`config.mk`:
```
export PLATFORM = sky130hd
export DESIGN_NAME = mem_stage_ctrl
export DESIGN_NICKNAME = d
export VERILOG_FILES = /design/src/rtl/mem_stage_ctrl.sv
export SDC_FILE = /design/constraint.sdc
export NUM_CORES = 1
export LEC_CHECK = 0
export CORE_UTILIZATION = 48
export CTS_BUF_LIST = sky130_fd_sc_hd__clkbuf_8
export DETAILED_ROUTE_END_ITERATION = 8
export PLACE_DENSITY = 0.85
export REMOVE_ABC_BUFFERS = 1
export SYNTH_ARGS = -nofsm -noshare
export SYNTH_HDL_FRONTEND = slang
export SYNTH_SLANG_ARGS = --single-unit
export TNS_END_PERCENT = 10
```
`constraint.sdc`:
```
create_clock -name clk -period 4.7 [get_ports clk]
set_clock_uncertainty 0.2 [all_clocks]
set_input_delay 1.175 -clock clk [delete_from_list [all_inputs] [get_ports clk]]
set_output_delay 1.175 -clock clk [all_outputs]
set_load 0.02 [all_outputs]
```
`src/rtl/mem_stage_ctrl.sv`:
```
// MEM stage: EX/MEM consumer, req/ack data bus master, MEM/WB loader.
// Optional access timeout with sticky bus_err: define MEM_TIMEOUT_EN.
module mem_stage_ctrl #(
  parameter int DATA_W         = 32,
  parameter int TIMEOUT_CYCLES = 16
) (
  input  logic              clk,
  input  logic              rstn,
  input  logic              EXMEM_RegWrite,
  input  logic              EXMEM_MemToReg,
  input  logic              EXMEM_MemRead,
  input  logic              EXMEM_MemWrite,
  input  logic [4:0]        EXMEM_rd,
  input  logic [DATA_W-1:0] EXMEM_npc,
  input  logic [DATA_W-1:0] EXMEM_reg_2,
  input  logic [DATA_W-1:0] EXMEM_ALU_result,
  output logic              dm_req,
  output logic              dm_we,
  output logic [DATA_W-1:0] dm_addr,
  output logic [DATA_W-1:0] dm_wdata,
  input  logic              dm_ack,
  input  logic [DATA_W-1:0] dm_rdata,
  output logic              mem_stall,
  output logic              bus_err,
  output logic              MEMWB_RegWrite,
  output logic              MEMWB_MemToReg,
  output logic [4:0]        MEMWB_rd,
  output logic [DATA_W-1:0] MEMWB_npc,
  output logic [DATA_W-1:0] MEMWB_ALU_result,
  output logic [DATA_W-1:0] MEMWB_mem_data
);

  typedef enum logic [1:0] {
    S_IDLE   = 2'd0,
    S_ACCESS = 2'd1,
    S_DONE   = 2'd2
  } state_t;

  state_t            r_state;
  state_t            w_next;
  logic              w_mem_op;
  logic              w_stall;
  logic              w_tmo;
  logic              r_req;
  logic              r_we;
  logic [DATA_W-1:0] r_addr;
  logic [DATA_W-1:0] r_wdata;
  logic [DATA_W-1:0] r_cap;

  assign w_mem_op  = EXMEM_MemRead | EXMEM_MemWrite;
  assign w_stall   = ((r_state == S_IDLE) & w_mem_op)
                   | (r_state == S_ACCESS);
  // Gate with rstn so the stall drops the instant reset asserts.
  assign mem_stall = rstn & w_stall;
  assign dm_req    = r_req;
  assign dm_we     = r_we;
  assign dm_addr   = r_addr;
  assign dm_wdata  = r_wdata;

`ifdef MEM_TIMEOUT_EN
  localparam int CW = $clog2(TIMEOUT_CYCLES + 1);
  logic [CW-1:0] r_cnt;
  logic          r_bus_err;

  // Abort in the TIMEOUT_CYCLES-th ACCESS cycle unless ack arrives.
  assign w_tmo   = (r_state == S_ACCESS) & ~dm_ack
                 & (r_cnt == CW'(TIMEOUT_CYCLES - 1));
  assign bus_err = r_bus_err;

  // Access-cycle counter and sticky error flag.
  always_ff @(posedge clk or negedge rstn) begin
    if (!rstn) begin
      r_cnt     <= '0;
      r_bus_err <= 1'b0;
    end else begin
      if ((r_state == S_IDLE) && w_mem_op)
        r_cnt <= '0;
      else if ((r_state == S_ACCESS) && !dm_ack)
        r_cnt <= r_cnt + 1'b1;
      if (w_tmo)
        r_bus_err <= 1'b1;
    end
  end
`else
  logic w_unused_tmo;
  assign w_unused_tmo = |TIMEOUT_CYCLES;
  assign w_tmo        = 1'b0;
  assign bus_err      = 1'b0;
`endif

  // FSM state register.
  always_ff @(posedge clk or negedge rstn) begin
    if (!rstn) r_state <= S_IDLE;
    else       r_state <= w_next;
  end

  // Next-state logic.
  always_comb begin
    w_next = r_state;
    unique case (r_state)
      S_IDLE:   if (w_mem_op) w_next = S_ACCESS;
      S_ACCESS: if (dm_ack || w_tmo) w_next = S_DONE;
      S_DONE:   w_next = S_IDLE;
      default:  w_next = S_IDLE;
    endcase
  end

  // Bus request registers and captured load data.
  always_ff @(posedge clk or negedge rstn) begin
    if (!rstn) begin
      r_req   <= 1'b0;
      r_we    <= 1'b0;
      r_addr  <= '0;
      r_wdata <= '0;
      r_cap   <= '0;
    end else if ((r_state == S_IDLE) && w_mem_op) begin
      r_req   <= 1'b1;
      r_we    <= EXMEM_MemWrite;
      r_addr  <= EXMEM_ALU_result;
      r_wdata <= EXMEM_reg_2;
    end else if ((r_state == S_ACCESS) && (dm_ack || w_tmo)) begin
      r_req <= 1'b0;
      r_cap <= (dm_ack && !r_we) ? dm_rdata : '0;
    end
  end

  // MEM/WB register: bubble while stalled, else advance.
  always_ff @(posedge clk or negedge rstn) begin
    if (!rstn) begin
      MEMWB_RegWrite   <= 1'b0;
      MEMWB_MemToReg   <= 1'b0;
      MEMWB_rd         <= '0;
      MEMWB_npc        <= '0;
      MEMWB_ALU_result <= '0;
      MEMWB_mem_data   <= '0;
    end else if (w_stall) begin
      MEMWB_RegWrite <= 1'b0;
      MEMWB_MemToReg <= 1'b0;
    end else begin
      MEMWB_RegWrite   <= EXMEM_RegWrite;
      MEMWB_MemToReg   <= EXMEM_MemToReg;
      MEMWB_rd         <= EXMEM_rd;
      MEMWB_npc        <= EXMEM_npc;
      MEMWB_ALU_result <= EXMEM_ALU_result;
      MEMWB_mem_data   <= r_cap;
    end
  end

endmodule
```
==> run_results.csv <==
group,metric,value,unit
yosys,synthCells,510,
clocking,clk_pin_slew,0.05,ns
pwr,p_leak,4.98,nW
die,rows,45,
layout,syn_to_final_growth,50.4,%
pwr,p_total,8.03,mW
clocking,clockRootBuffer,"clkbuf_8",
global_route,grt_pass1_vias,5772,
detailed_routing,drt-vias-per-instance,5.00,
layout,drive_gt1_frac,0.181,
sta,drv_slew,0,
clocking,numCtsBuffers,35,
global_route,grt_pass1_wl,31300,um
worst_setup_path,cp.arrival,2.86,ns
die,core_area,15400,um2
sta,clock.fmax,0.236,GHz
worst_setup_path,path_max_fanout,4,
die,die_h,129,um
detailed_routing,drtAntennaViolNets,0,
sta,period_share,0.900,
worst_setup_path,setup.worst_path.end_class,"output pin",
worst_setup_path,r2r-start,"r_state[0]$_DFFE_PN0P_",
run,cap_violations,0,
place,portBuffers,309,
worst_setup_path,crit_end,"mem_stall",
global_route,overflow,0,
detailed_routing,drc,0,
global_route,grt_antenna_before_repair,0,
place,hpwl,14200,um
clocking,clockBufferDepth,3,
yosys,synth_seq_area_share,0.660,
worst_setup_path,crit_start,"EXMEM_MemWrite",
layout,stdcell_count,1062,
global_route,gr-usage-all-layers,0.248,
worst_setup_path,worst-r2r-cell-count,5,
sta,setup_viol,0,
place,place_inst,1009,
yosys,avgSynthCellArea,15.1,um2
die,design.die.area,16600,um2
layout,multi_input_area,2450,um2
global_route,grt_max_degree,90,
detailed_routing,vias,5311,
worst_setup_path,crit_type,"primary input to output pin",
yosys,syn_area,7700,um2
worst_setup_path,timing.rr.end,"MEMWB_ALU_result[27]$_DFFE_PN0N_",
clocking,post-cts-setup-buffer-count,0,
detailed_routing,first_pass_iters,4,
hold_path,hold_path_class,"flip-flop to flip-flop",
clocking,clock-sinks,203,
layout,regArea,5080,um2
die,ios,311,
yosys,yosysWarnings,0,
clocking,hold_buffers,0,
sta,final-hold-violation-count,0,
sta,period_minus_slack,4.23,ns
sta,worstMarginPinSlew,1.10,ns
detailed_routing,drt_iter0_drc,195,
worst_setup_path,start_kind,"primary input",
outcome,status,"complete, no violations",
clocking,htree_levels,2,
pwr,p_per_area,693,nW/um2
sta,max-slew-margin-rel,0.264,
die,start_util,0.499,
clocking,cts_tree,"done",
clocking,post_cts_resized,0,
worst_setup_path,r2r_setup_slack,1.96,ns
pwr,ir_drop,442,uV
clocking,clkLatencyLatePin,0.49,ns
layout,fin_nets,975,
layout,antennaDiodeCount,0,
yosys,synth_cell_types,22,
sta,rsz0062_at_grt,"no",
worst_setup_path,cp.required,3.32,ns
layout,n_fill_cell,986,
yosys,ys_seq_elements,203,
place,gp_congestion,0.838,
die,die_x,129,um
detailed_routing,wl_per_cell,18.8,um
detailed_routing,wirelength,19900,um
-- logic make-up (layout without fill, tap and decap cells) --
logic type / after synthesis / in the layout / share of synthesized area
flops: 203 / 203 / 0.660
mux: 165 / 165 / 0.241
compound gates: 37 / 37 / 0.0258
other cells: 1 / 1 / 0.000487
buf+inv: 30 / 371 / 0.0237
simple gates: 74 / 74 / 0.0491
-- cells in the mapped netlist, drive strengths merged --
cell type  count  area share
a2bb2oi        1      0.0011
a211oi         1     0.00098
buf           19       0.018
nor2b          2      0.0016
nand2         33       0.016
nor3           1      0.0013
nand3b         1     0.00098
o21ai         34       0.023
and2           1     0.00081
conb           1     0.00049
nor2           4      0.0023
nand2b        32       0.026
dfrtp        203        0.66
clkbuf         9      0.0044
inv            2     0.00098
a22o           1      0.0011
mux2         165        0.24
-- how the worst min path moves through the flow --
| stage | startpoint | endpoint | slack (ns) | depth (start not counted) |
|---|---|---|---|---|
| after global placement | r_cap[29]$_DFFE_PN0P_ | r_cap[29]$_DFFE_PN0P_ | 0.26 | 2 |
| after global routing | MEMWB_npc[9]$_DFFE_PN0N_ | MEMWB_npc[9]$_DFFE_PN0N_ | 0.30 | 1 |
| after detailed placement | r_cap[20]$_DFFE_PN0P_ | r_cap[20]$_DFFE_PN0P_ | 0.27 | 2 |
| final | r_cap[20]$_DFFE_PN0P_ | r_cap[20]$_DFFE_PN0P_ | 0.28 | 2 |
| after CTS | r_cap[20]$_DFFE_PN0P_ | r_cap[20]$_DFFE_PN0P_ | 0.28 | 2 |
| after floorplan | r_cap[0]$_DFFE_PN0P_ | r_cap[0]$_DFFE_PN0P_ | 0.25 | 2 |
-- per-layer routing --
layer  global-route usage  share of wire
met5                    0              0
met4               0.0962          0.029
met3               0.0802          0.087
met2                0.441           0.52
met1                0.277           0.37
-- placed cells by master, fill, tap and decap left out --
master and count:
nor2b_1 2, a2bb2oi_1 1, nor2_1 3, clkinv_2 4, inv_1 8, a211oi_1 1
nor3_2 1, o21ai_4 1, nor2_4 1, and2_1 1, clkdlybuf4s50_1 308, nand3b_1 1
dfrtp_1 203, mux2_1 69, a22o_1 1, conb_1 1, clkbuf_8 44, nand2b_1 32
buf_4 7, mux2_2 96, nand2_1 33, o21ai_0 33
-- per-stage QoR --
| stage | setup TNS [ns] | worst slack (ns) | hold slack [ns] | instance area (um2) | utilization |
|---|---|---|---|---|---|
| 4_1_cts | 0 | 0.457 | 0.283 | 11600 | 0.751 |
| 3_5_place_dp | 0 | 0.468 | 0.271 | 11000 | 0.710 |
| 3_3_place_gp | 0 | 0.517 | 0.257 | 11000 | 0.710 |
| 2_1_floorplan | -1.03 | -1.03 | 0.246 | 7530 | - |
| 6_report | 0 | 0.470 | 0.276 | 11600 | 0.751 |
| 5_1_grt | 0 | 0.403 | 0.298 | 11600 | 0.751 |
-- flip-flops by register name, summed over array words and instances (netlist names) --
| register | cells |
|---|---|
| MEMWB_ALU_result | 32 |
| MEMWB_MemToReg | 1 |
| MEMWB_RegWrite | 1 |
| MEMWB_mem_data | 32 |
| MEMWB_npc | 32 |
| MEMWB_rd | 5 |
| dm_addr | 32 |
| dm_req | 1 |
| dm_wdata | 32 |
| dm_we | 1 |
| r_cap | 32 |
| r_state | 2 |
-- layout make-up --
cell class / instances / share of cell area
multi-input cells: 277 / 0.212
flip-flops and latches: 203 / 0.438
clock inverters: 10 / 0.00367
clock buffers: 43 / 0.0511
well taps: 211 / 0.0228
repair buffers: 316 / 0.272
inverters: 2 / 0.000648
-- power breakdown --
| group | switching, mW | internal (mW) |
|---|---|---|
| sequential | 0.442 | 2.55 |
| clock | 0.653 | 0.813 |
| combinational | 1.72 | 1.85 |
-- worst max-delay path: stages --
cell and delay (ns):
clkdlybuf4s50_1 0.54, nor3_2 0.34, nor2_4 0.08, and2_1 0.16
clkdlybuf4s50_1 0.56
Note: power is estimated with default switching activity, not from simulation.
